--- config.mk ---
export PLATFORM = sky130hd
export DESIGN_NAME = mem_instr_sequencer
export DESIGN_NICKNAME = d
export VERILOG_FILES = /design/src/rtl/cpu_ctrl_pkg.sv /design/src/rtl/mem_wait_counter.sv /design/src/rtl/mem_instr_sequencer.sv
export SDC_FILE = /design/constraint.sdc
export NUM_CORES = 1
export LEC_CHECK = 0
export BUFFER_PORTS_ARGS = -buffer_cell sky130_fd_sc_hd__buf_2
export CAP_MARGIN = 25
export CORE_ASPECT_RATIO = 2
export CORE_MARGIN = 8
export CORE_UTILIZATION = 47
export CTS_CLUSTER_SIZE = 40
export DETAILED_ROUTE_END_ITERATION = 8
export PLACE_DENSITY = 0.8
export SLEW_MARGIN = 0
export SYNTH_ARGS = -nofsm -noshare
export SYNTH_HDL_FRONTEND = slang
export SYNTH_SLANG_ARGS = --single-unit
--- constraint.sdc ---
create_clock -name clk -period 3.5 [get_ports clk]
set_input_delay 0.175 -clock clk [delete_from_list [all_inputs] [get_ports clk]]
set_output_delay 0.175 -clock clk [all_outputs]
set_load 0.01 [all_outputs]
--- src/rtl/cpu_ctrl_pkg.sv ---
// Shared control types for the instruction sequencer: state encoding,
// opcode constants, strobe bundle and the Moore strobe decode.
package cpu_ctrl_pkg;

  typedef enum logic [3:0] {
    S_IDLE,
    S_T0,
    S_T1,
    S_T2,
    S_T3,
    S_T4,
    S_T5,
    S_T6,
    S_T7,
    S_HALT
  } state_t;

  typedef enum logic [1:0] {
    OP_LD,
    OP_LDI,
    OP_ST,
    OP_BAD
  } op_kind_t;

  localparam int LD  = 0;
  localparam int LDI = 1;
  localparam int ST  = 2;

  localparam logic [4:0] ALU_ADD = 5'b00000;

  typedef struct packed {
    logic       pc_select;
    logic       mar_enable;
    logic       pc_inc;
    logic       read;
    logic       mdr_enable;
    logic       mdr_select;
    logic       ir_enable;
    logic       gra;
    logic       grb;
    logic       ba_select;
    logic       r_enable;
    logic       r_out;
    logic       y_enable;
    logic       c_select;
    logic       z_enable;
    logic       z_lo_select;
    logic       write;
    logic       done;
    logic [4:0] alu;
  } strobes_t;

  // enter: first cycle of the step; last: final cycle of a wait step.
  function automatic strobes_t decode(
    state_t   s,
    op_kind_t k,
    logic     enter,
    logic     last
  );
    strobes_t o;
    o = '0;
    unique case (s)
      S_T0: begin
        o.pc_select  = 1'b1;
        o.mar_enable = 1'b1;
      end
      S_T1: begin
        o.pc_inc     = enter;
        o.read       = 1'b1;
        o.mdr_enable = 1'b1;
      end
      S_T2: begin
        o.mdr_select = 1'b1;
        o.ir_enable  = 1'b1;
      end
      S_T3: begin
        o.grb       = 1'b1;
        o.ba_select = 1'b1;
        o.y_enable  = 1'b1;
      end
      S_T4: begin
        o.c_select = 1'b1;
        o.z_enable = 1'b1;
        o.alu      = ALU_ADD;
      end
      S_T5: begin
        o.z_lo_select = 1'b1;
        if (k == OP_LDI) begin
          o.gra      = 1'b1;
          o.r_enable = 1'b1;
          o.done     = 1'b1;
        end else begin
          o.mar_enable = 1'b1;
        end
      end
      S_T6: begin
        o.mdr_enable = 1'b1;
        if (k == OP_ST) begin
          o.gra   = 1'b1;
          o.r_out = 1'b1;
        end else begin
          o.read = 1'b1;
        end
      end
      S_T7: begin
        if (k == OP_ST) begin
          o.write = 1'b1;
          o.done  = last;
        end else begin
          o.mdr_select = 1'b1;
          o.gra        = 1'b1;
          o.r_enable   = 1'b1;
          o.done       = 1'b1;
        end
      end
      default: ;
    endcase
    return o;
  endfunction

endpackage

--- src/rtl/mem_wait_counter.sv ---
// 4-bit memory wait counter: load, saturating decrement, zero flags.
// Ports: clk, reset, load, dec, load_val -> zero (now), zero_nxt (next).
module mem_wait_counter (
  input  logic       clk,
  input  logic       reset,
  input  logic       load,
  input  logic       dec,
  input  logic [3:0] load_val,
  output logic       zero,
  output logic       zero_nxt
);

  logic [3:0] cnt;
  logic [3:0] cnt_n;

  always_comb begin
    cnt_n = cnt;
    if (load) begin
      cnt_n = load_val;
    end else if (dec && cnt != 4'd0) begin
      cnt_n = cnt - 4'd1;
    end
  end

  assign zero     = (cnt == 4'd0);
  assign zero_nxt = (cnt_n == 4'd0);

  always_ff @(posedge clk) begin
    if (reset) begin
      cnt <= 4'd0;
    end else begin
      cnt <= cnt_n;
    end
  end

endmodule

--- src/rtl/mem_instr_sequencer.sv ---
// Multi-cycle ld/ldi/st control sequencer with registered Moore strobes.
// Ports: clk, reset, run, IR_Data -> datapath strobes, alu_instruction,
// done, illegal. Define STORE_EN to make the st opcode legal.
module mem_instr_sequencer
  import cpu_ctrl_pkg::*;
#(
  parameter int MEM_WAIT = 0,
  parameter int OPC_W    = 5
) (
  input  logic        clk,
  input  logic        reset,
  input  logic        run,
  input  logic [31:0] IR_Data,
  output logic        PC_select,
  output logic        MAR_enable,
  output logic        PC_increment_enable,
  output logic        read,
  output logic        MDR_enable,
  output logic        MDR_select,
  output logic        IR_enable,
  output logic        Gra,
  output logic        Grb,
  output logic        ba_select,
  output logic        r_enable,
  output logic        r_out,
  output logic        Y_enable,
  output logic        c_select,
  output logic        Z_enable,
  output logic        Z_LO_select,
  output logic        write,
  output logic [4:0]  alu_instruction,
  output logic        done,
  output logic        illegal
);

  state_t     state;
  state_t     state_n;
  op_kind_t   kind;
  op_kind_t   kind_n;
  op_kind_t   kind_in;
  strobes_t   so;
  logic [OPC_W-1:0] opc;
  logic       enter;
  logic       load;
  logic       zero;
  logic       zero_nxt;

  assign opc = IR_Data[31:32-OPC_W];

  always_comb begin
    kind_in = OP_BAD;
    unique case (1'b1)
      (opc == OPC_W'(LD)):  kind_in = OP_LD;
      (opc == OPC_W'(LDI)): kind_in = OP_LDI;
`ifdef STORE_EN
      (opc == OPC_W'(ST)):  kind_in = OP_ST;
`endif
      default: kind_in = OP_BAD;
    endcase
  end

  always_comb begin
    state_n = state;
    kind_n  = kind;
    unique case (state)
      S_IDLE: if (run) state_n = S_T0;
      S_T0:   state_n = S_T1;
      S_T1:   if (zero) state_n = S_T2;
      S_T2:   state_n = S_T3;
      S_T3: begin
        kind_n  = kind_in;
        state_n = (kind_in == OP_BAD) ? S_HALT : S_T4;
      end
      S_T4:   state_n = S_T5;
      S_T5: begin
        if (kind == OP_LDI) begin
          state_n = run ? S_T0 : S_IDLE;
        end else begin
          state_n = S_T6;
        end
      end
      S_T6: begin
        if (kind == OP_ST || zero) state_n = S_T7;
      end
      S_T7: begin
        if (kind != OP_ST || zero) begin
          state_n = run ? S_T0 : S_IDLE;
        end
      end
      S_HALT: state_n = S_HALT;
      default: state_n = S_IDLE;
    endcase
  end

  // Counter is armed on the edge that enters a wait-capable step.
  assign enter = (state_n != state);
  assign load  = enter &&
                 (state_n == S_T1 ||
                  (state_n == S_T6 && kind_n == OP_LD) ||
                  (state_n == S_T7 && kind_n == OP_ST));

  mem_wait_counter u_wait (
    .clk      (clk),
    .reset    (reset),
    .load     (load),
    .dec      (~load),
    .load_val (4'(MEM_WAIT)),
    .zero     (zero),
    .zero_nxt (zero_nxt)
  );

  always_ff @(posedge clk) begin
    if (reset) begin
      state   <= S_IDLE;
      kind    <= OP_LD;
      so      <= '0;
      illegal <= 1'b0;
    end else begin
      state <= state_n;
      kind  <= kind_n;
      so    <= decode(state_n, kind_n, enter, zero_nxt);
      if (state_n == S_HALT) illegal <= 1'b1;
    end
  end

  assign PC_select           = so.pc_select;
  assign MAR_enable          = so.mar_enable;
  assign PC_increment_enable = so.pc_inc;
  assign read                = so.read;
  assign MDR_enable          = so.mdr_enable;
  assign MDR_select          = so.mdr_select;
  assign IR_enable           = so.ir_enable;
  assign Gra                 = so.gra;
  assign Grb                 = so.grb;
  assign ba_select           = so.ba_select;
  assign r_enable            = so.r_enable;
  assign Y_enable            = so.y_enable;
  assign c_select            = so.c_select;
  assign Z_enable            = so.z_enable;
  assign Z_LO_select         = so.z_lo_select;
  assign alu_instruction     = so.alu;
  assign done                = so.done;

  logic unused_bits;
`ifdef STORE_EN
  assign r_out       = so.r_out;
  assign write       = so.write;
  assign unused_bits = ^IR_Data[31-OPC_W:0];
`else
  assign r_out       = 1'b0;
  assign write       = 1'b0;
  assign unused_bits = ^{IR_Data[31-OPC_W:0], so.r_out, so.write};
`endif

endmodule
# Yosys cells after proc, flatten, opt, wreduce, memory -nomap -nowiden
# Cells that the tools add are included.
# totals
regBits	32
in_bits	35
word_cells	94
# classes
add_sub_neg	1
n_eq_ne	26
mux	29
bitwise	2
n_reduce_logical	15
# ops
op	count
$pmux 4 s10	1
$eq 4x3->1 const B	8
$mux 4	7
$eq 4x2->1 const B	4
$eq 4x4->1 const B	4
$logic_not 4->1	3
$mux 1	10
$eq 4x1->1 const B	2
$pmux 1 s2	4
$pmux 2 s2	2
$eq 2x2->1 const B	3
$mux 2	3
$eq 5x1->1 const B	1
$logic_not 5->1	1
$eq 2x1->1 const B	2
$logic_and 1x1->1	4
$logic_or 1x1->1	4
$ne 4x4->1	1
$reduce_bool 4->1	1
$sub 4x1->4 const B	1
$mux 3	1
$pmux 1 s3	1
$logic_not 2->1	1
$ne 2x2->1 const B	1
other kinds (2)	3

# Longest topological paths before layout
# logic_depth
ltp_word	17
ltp_mapped	9

# Cells and area by module
# From an unflattened synthesis, not the netlist that was laid out.
# hier_totals
hier_cells	172
hier_area_um2	1491.4
# modules_own_cells
mod	instances	cells_per_inst	area_each_um2
mem_instr_sequencer	1	138	1201.2
mem_wait_counter	1	34	290.3

# Least setup slack after synthesis
# No wires, ideal clock.
# synth_path
path_type	register to register
start	reg u_wait.cnt[0]
end	reg u_wait.cnt[1]
setup_ns	0.100
t_arrival_ns	2.189
setup_slack_ns	1.212
stages_incl_launch_ff	10
n_path_buf	1
cell_sequence	dfxtp_1 inv_1 ha_1 or3b_1 buf_4 nand3_1 a211o_1 a2111oi_4 nor2_2 a2111oi_4
# synth_between
elab_chain_len	13
word_cells_on_any_way	22
# synth_lines
element	line	text
start, declared	mem_wait_counter.sv:13	logic [3:0] cnt;
start signal, assigned	mem_wait_counter.sv:32	cnt <= cnt_n;
$logic_not 4->1	mem_wait_counter.sv:25	assign zero = (cnt == 4'd0);
$logic_or 1x1->1, on equally long branches	mem_instr_sequencer.sv:86, mem_instr_sequencer.sv:83	
$mux 4, on equally long branches	mem_instr_sequencer.sv:86, mem_instr_sequencer.sv:83	
$pmux 4 s10	mem_instr_sequencer.sv:65	unique case (state)
$eq 4x3->1	mem_instr_sequencer.sv:99	(state_n == S_T6 && kind_n == OP_LD) ||
$logic_and 1x1->1	mem_instr_sequencer.sv:99	
$logic_or 1x1->1	mem_instr_sequencer.sv:98	(state_n == S_T1 ||
$logic_or 1x1->1	mem_instr_sequencer.sv:99	
$logic_and 1x1->1	mem_instr_sequencer.sv:97	assign load = enter &&
$not 1->1	mem_instr_sequencer.sv:106	.dec (~load),
$logic_and 1x1->1	mem_wait_counter.sv:20	end else if (dec && cnt != 4'd0) begin
$mux 4	mem_wait_counter.sv:20	
$mux 4 (*)	mem_wait_counter.sv:18	if (load) begin
# Every way passes the cells marked *; elsewhere a longest branch is shown, timed or not.
# A chain may end at the register's enable or synchronous reset.

# Final worst setup path
# Same ends and word-level chain as after synthesis.

==> results.md <==
- H-Tree Depth: 1
- Worst R2R End: u_wait.cnt[1]
- Die Span Y: 94.18 um
- Vias in the first global route: 1273
- Register area: 480.5 um^2
- Worst path bufs/invs: 1
- Hold path endpoint: kind[0]
- Clock Pin Slew Worst Setup and Hold Paths: 0.09 ns
- Total CTS buffers: 3
- Dpl cell area: 1489 um^2
- Part of the cycle the worst path needs: 77.83%
- Rows: 28
- Setup TNS: 0 ns
- Worst path arrival time: 2.91 ns
- Crit Path Class: flip-flop to flip-flop
- FF-to-FF Start: u_wait.cnt[0]
- Post-Syn Area: 1436 um^2
- Die width: 55.09 um
- DRC: 0
- Antenna violations before repair: 0
- Async S/R FF share, synth: 0%
- Initial DRT Pass Iterations: 4
- Die area: 5188 um^2
- CTS resizes: 0
- Fin nets: 227
- Max Clock Freq: 367.1 MHz
- Drt wl/cell: 16.20 um
- HP Class: input pin to flip-flop
- Final instance area: 1560 um^2
- Number of setup violations in the final report: 0
- Gate count of the mapped netlist: 177
- Routability cong.: 0.8960
- Crit-path leading delay family: compound AO/OA/AOI/OAI gates
- Critical Path Fanout Max: 7
- Top FF cell, synth: dfxtp_1
- Total GRT Usage: 14.49%
- Post-Route Skew: 0.004920 ns
- Ant. Diodes: 0
- Crit path largest cell delay: 0.48 ns
- Syn_area_per_cell: 8.115 um^2
- Hpwl dp: 2631 um
- Sequential element share of the synthesized area: 33.45%
- RSZ-0062 raised after global routing: no
- IO buf count: 24
- CTS tree: done
- Worst path depth: 8
- Leakage power: 0.6482 nW
- Combined area of the multi-input logic cells: 824.5 um^2
- Setup bufs post-CTS: 0
- Initial Util: 48.81%
- Fraction of layout cells with a size suffix above 1: 17.37%
- CP Launch Point: u_wait.cnt[0]
- Syn-to-layout area delta: 8.624%
- Antenna viol nets, final: 0
- Fin. Hold Viols: 0
- Drt total wl: 3563 um
- Vias per inst: 5.936
- CTS Sinks: 24
- Pwr/cell area: 425.7 nW/um^2
- Clk root buf: clkbuf_8
- Ports: 59
- Top cell by count, worst path: a2111oi_4
- Worst-Margin Slew: 0.7198 ns
- Core ar.: 2943 um^2
- Max-slew violations: 0
- Worst Path Required: 3.68 ns
- Clk buf depth: 2
- Number of synthesized flops with an enable pin: 0
- Hold path cells: 3
- Grt total ovfl: 0
- CP Launch Type: flip-flop
- Critical path cell sequence: inv_1 -> ha_1 -> or3b_1 -> nand3_1 -> a211o_1 -> a2111oi_4 -> nor2_2 -> a2111oi_4
- Slew headroom: 51.57%
- FF-to-FF setup slack: 0.78 ns
- Run status: finished clean
- Pin count of the biggest net entering global routing: 24
- Worst r2r path cells: 8
- Commonest cells after routing, fill and taps aside: 24 x dfxtp_1, 24 x buf_2, 17 x nor2_1
- Netlist cell types: 47
- Worst IR Drop VDD: 0.3230 mV
- CTS Hold Bufs: 0
- Hold wc startpoint: IR_Data[27]
- CP max-delay cell: a2111oi_4
- First DRT Iteration DRCs: 50
- Tmin final: 2.724 ns
- # fillers: 300
- Via count: 1306
- Nature of the critical path endpoint: flip-flop
- Max cap viols: 0
- YS warnings: 0
- First-pass GRT wire length: 5796 um
- Synth Register Bits: 24
- Worst skew pair latency: 0.27 ns
-- power by group --
group          internal [mW]  leakage, nW  switching (mW)
registers              0.285        0.195          0.0198
clock network          0.153       0.0357          0.0940
logic                 0.0423        0.418          0.0694
total                  0.481        0.648           0.183
-- flip-flops by register name (all words and copies together), names as in the netlist --
signal / flops
c_select: 1
PC_select: 1
read: 1
kind: 2
Grb: 1
illegal: 1
MDR_select: 1
Z_LO_select: 1
r_enable: 1
MAR_enable: 1
state: 4
u_wait.cnt: 4
IR_enable: 1
done: 1
Gra: 1
PC_increment_enable: 1
MDR_enable: 1
-- stage by stage --
step           total power, mW  utilization [%]  hold slack [ns]  worst slack (ns)  std cells
6_report                0.6642            53.02           0.2814            0.7760        220
5_1_grt                 0.6926            53.02           0.3005            0.6282        220
2_1_floorplan           0.3990                -           0.4355             1.212        183
3_3_place_gp            0.4203            50.60           0.4571            0.9047        216
3_5_place_dp            0.4226            50.60           0.4675            0.8025        216
4_1_cts                 0.6665            53.02           0.2824            0.7638        220
-- synth_stat cells, types with 4 or more instances --
cell / count / area [um^2]
dfxtp_1: 24 / 480.5
nor2_1: 17 / 63.81
a21oi_1: 11 / 55.05
buf_4: 11 / 82.58
nand2_1: 10 / 37.54
nor3_1: 9 / 45.04
inv_1: 7 / 26.28
o21ai_0: 7 / 35.03
a31oi_1: 6 / 37.54
buf_2: 6 / 30.03
nor2b_1: 6 / 37.54
a211oi_1: 4 / 30.03
and2_1: 4 / 25.02
nand3_1: 4 / 20.02
or3_1: 4 / 25.02
-- area by class of cell --
type	instances	area share [%]
multi-input cells	131	52.85
flip-flops and latches	24	30.79
repair buffers	24	7.698
clock buffers	3	2.646
well taps	30	2.406
clock inverters	1	1.925
inverters	7	1.684
-- tightest hold or removal path: cells and delay by family --
kind / cells / cell delay (ns)
simple gates: 1 / 0.12
buf+inv: 1 / 0.09
compound gates: 1 / 0.15
-- cell families (layout without fill, tap and decap cells) --
group | after synthesis | after routing | synth area share [%]
AOI/OAI and AO/OA | 45 | 45 | 23.61
other | 1 | 7 | 0.2611
DFF | 24 | 24 | 33.45
xor gates and xnor gates | 4 | 4 | 2.439
and+or+nand+nor | 74 | 74 | 28.66
adders and majority gates | 1 | 1 | 0.8709
buffers and inverters | 28 | 35 | 10.71
-- metal layers --
layer  vias up  wire (um)  track usage (%)
met2        31       2092            26.50
met1       623       1278            15.17
met5         -          0                0
met3         6        117            2.857
li1        646          -                -
met4         0         75            4.435
-- how the worst max path moves through the flow --
stage / endpoint / slack, ns
2_1_floorplan: u_wait.cnt[1] / 1.21
3_3_place_gp: u_wait.cnt[1] / 0.90
3_5_place_dp: u_wait.cnt[1] / 0.80
4_1_cts: u_wait.cnt[1] / 0.76
5_1_grt: u_wait.cnt[1] / 0.63
6_report: u_wait.cnt[1] / 0.78
No activity file was read; power rests on OpenSTA's default activity.
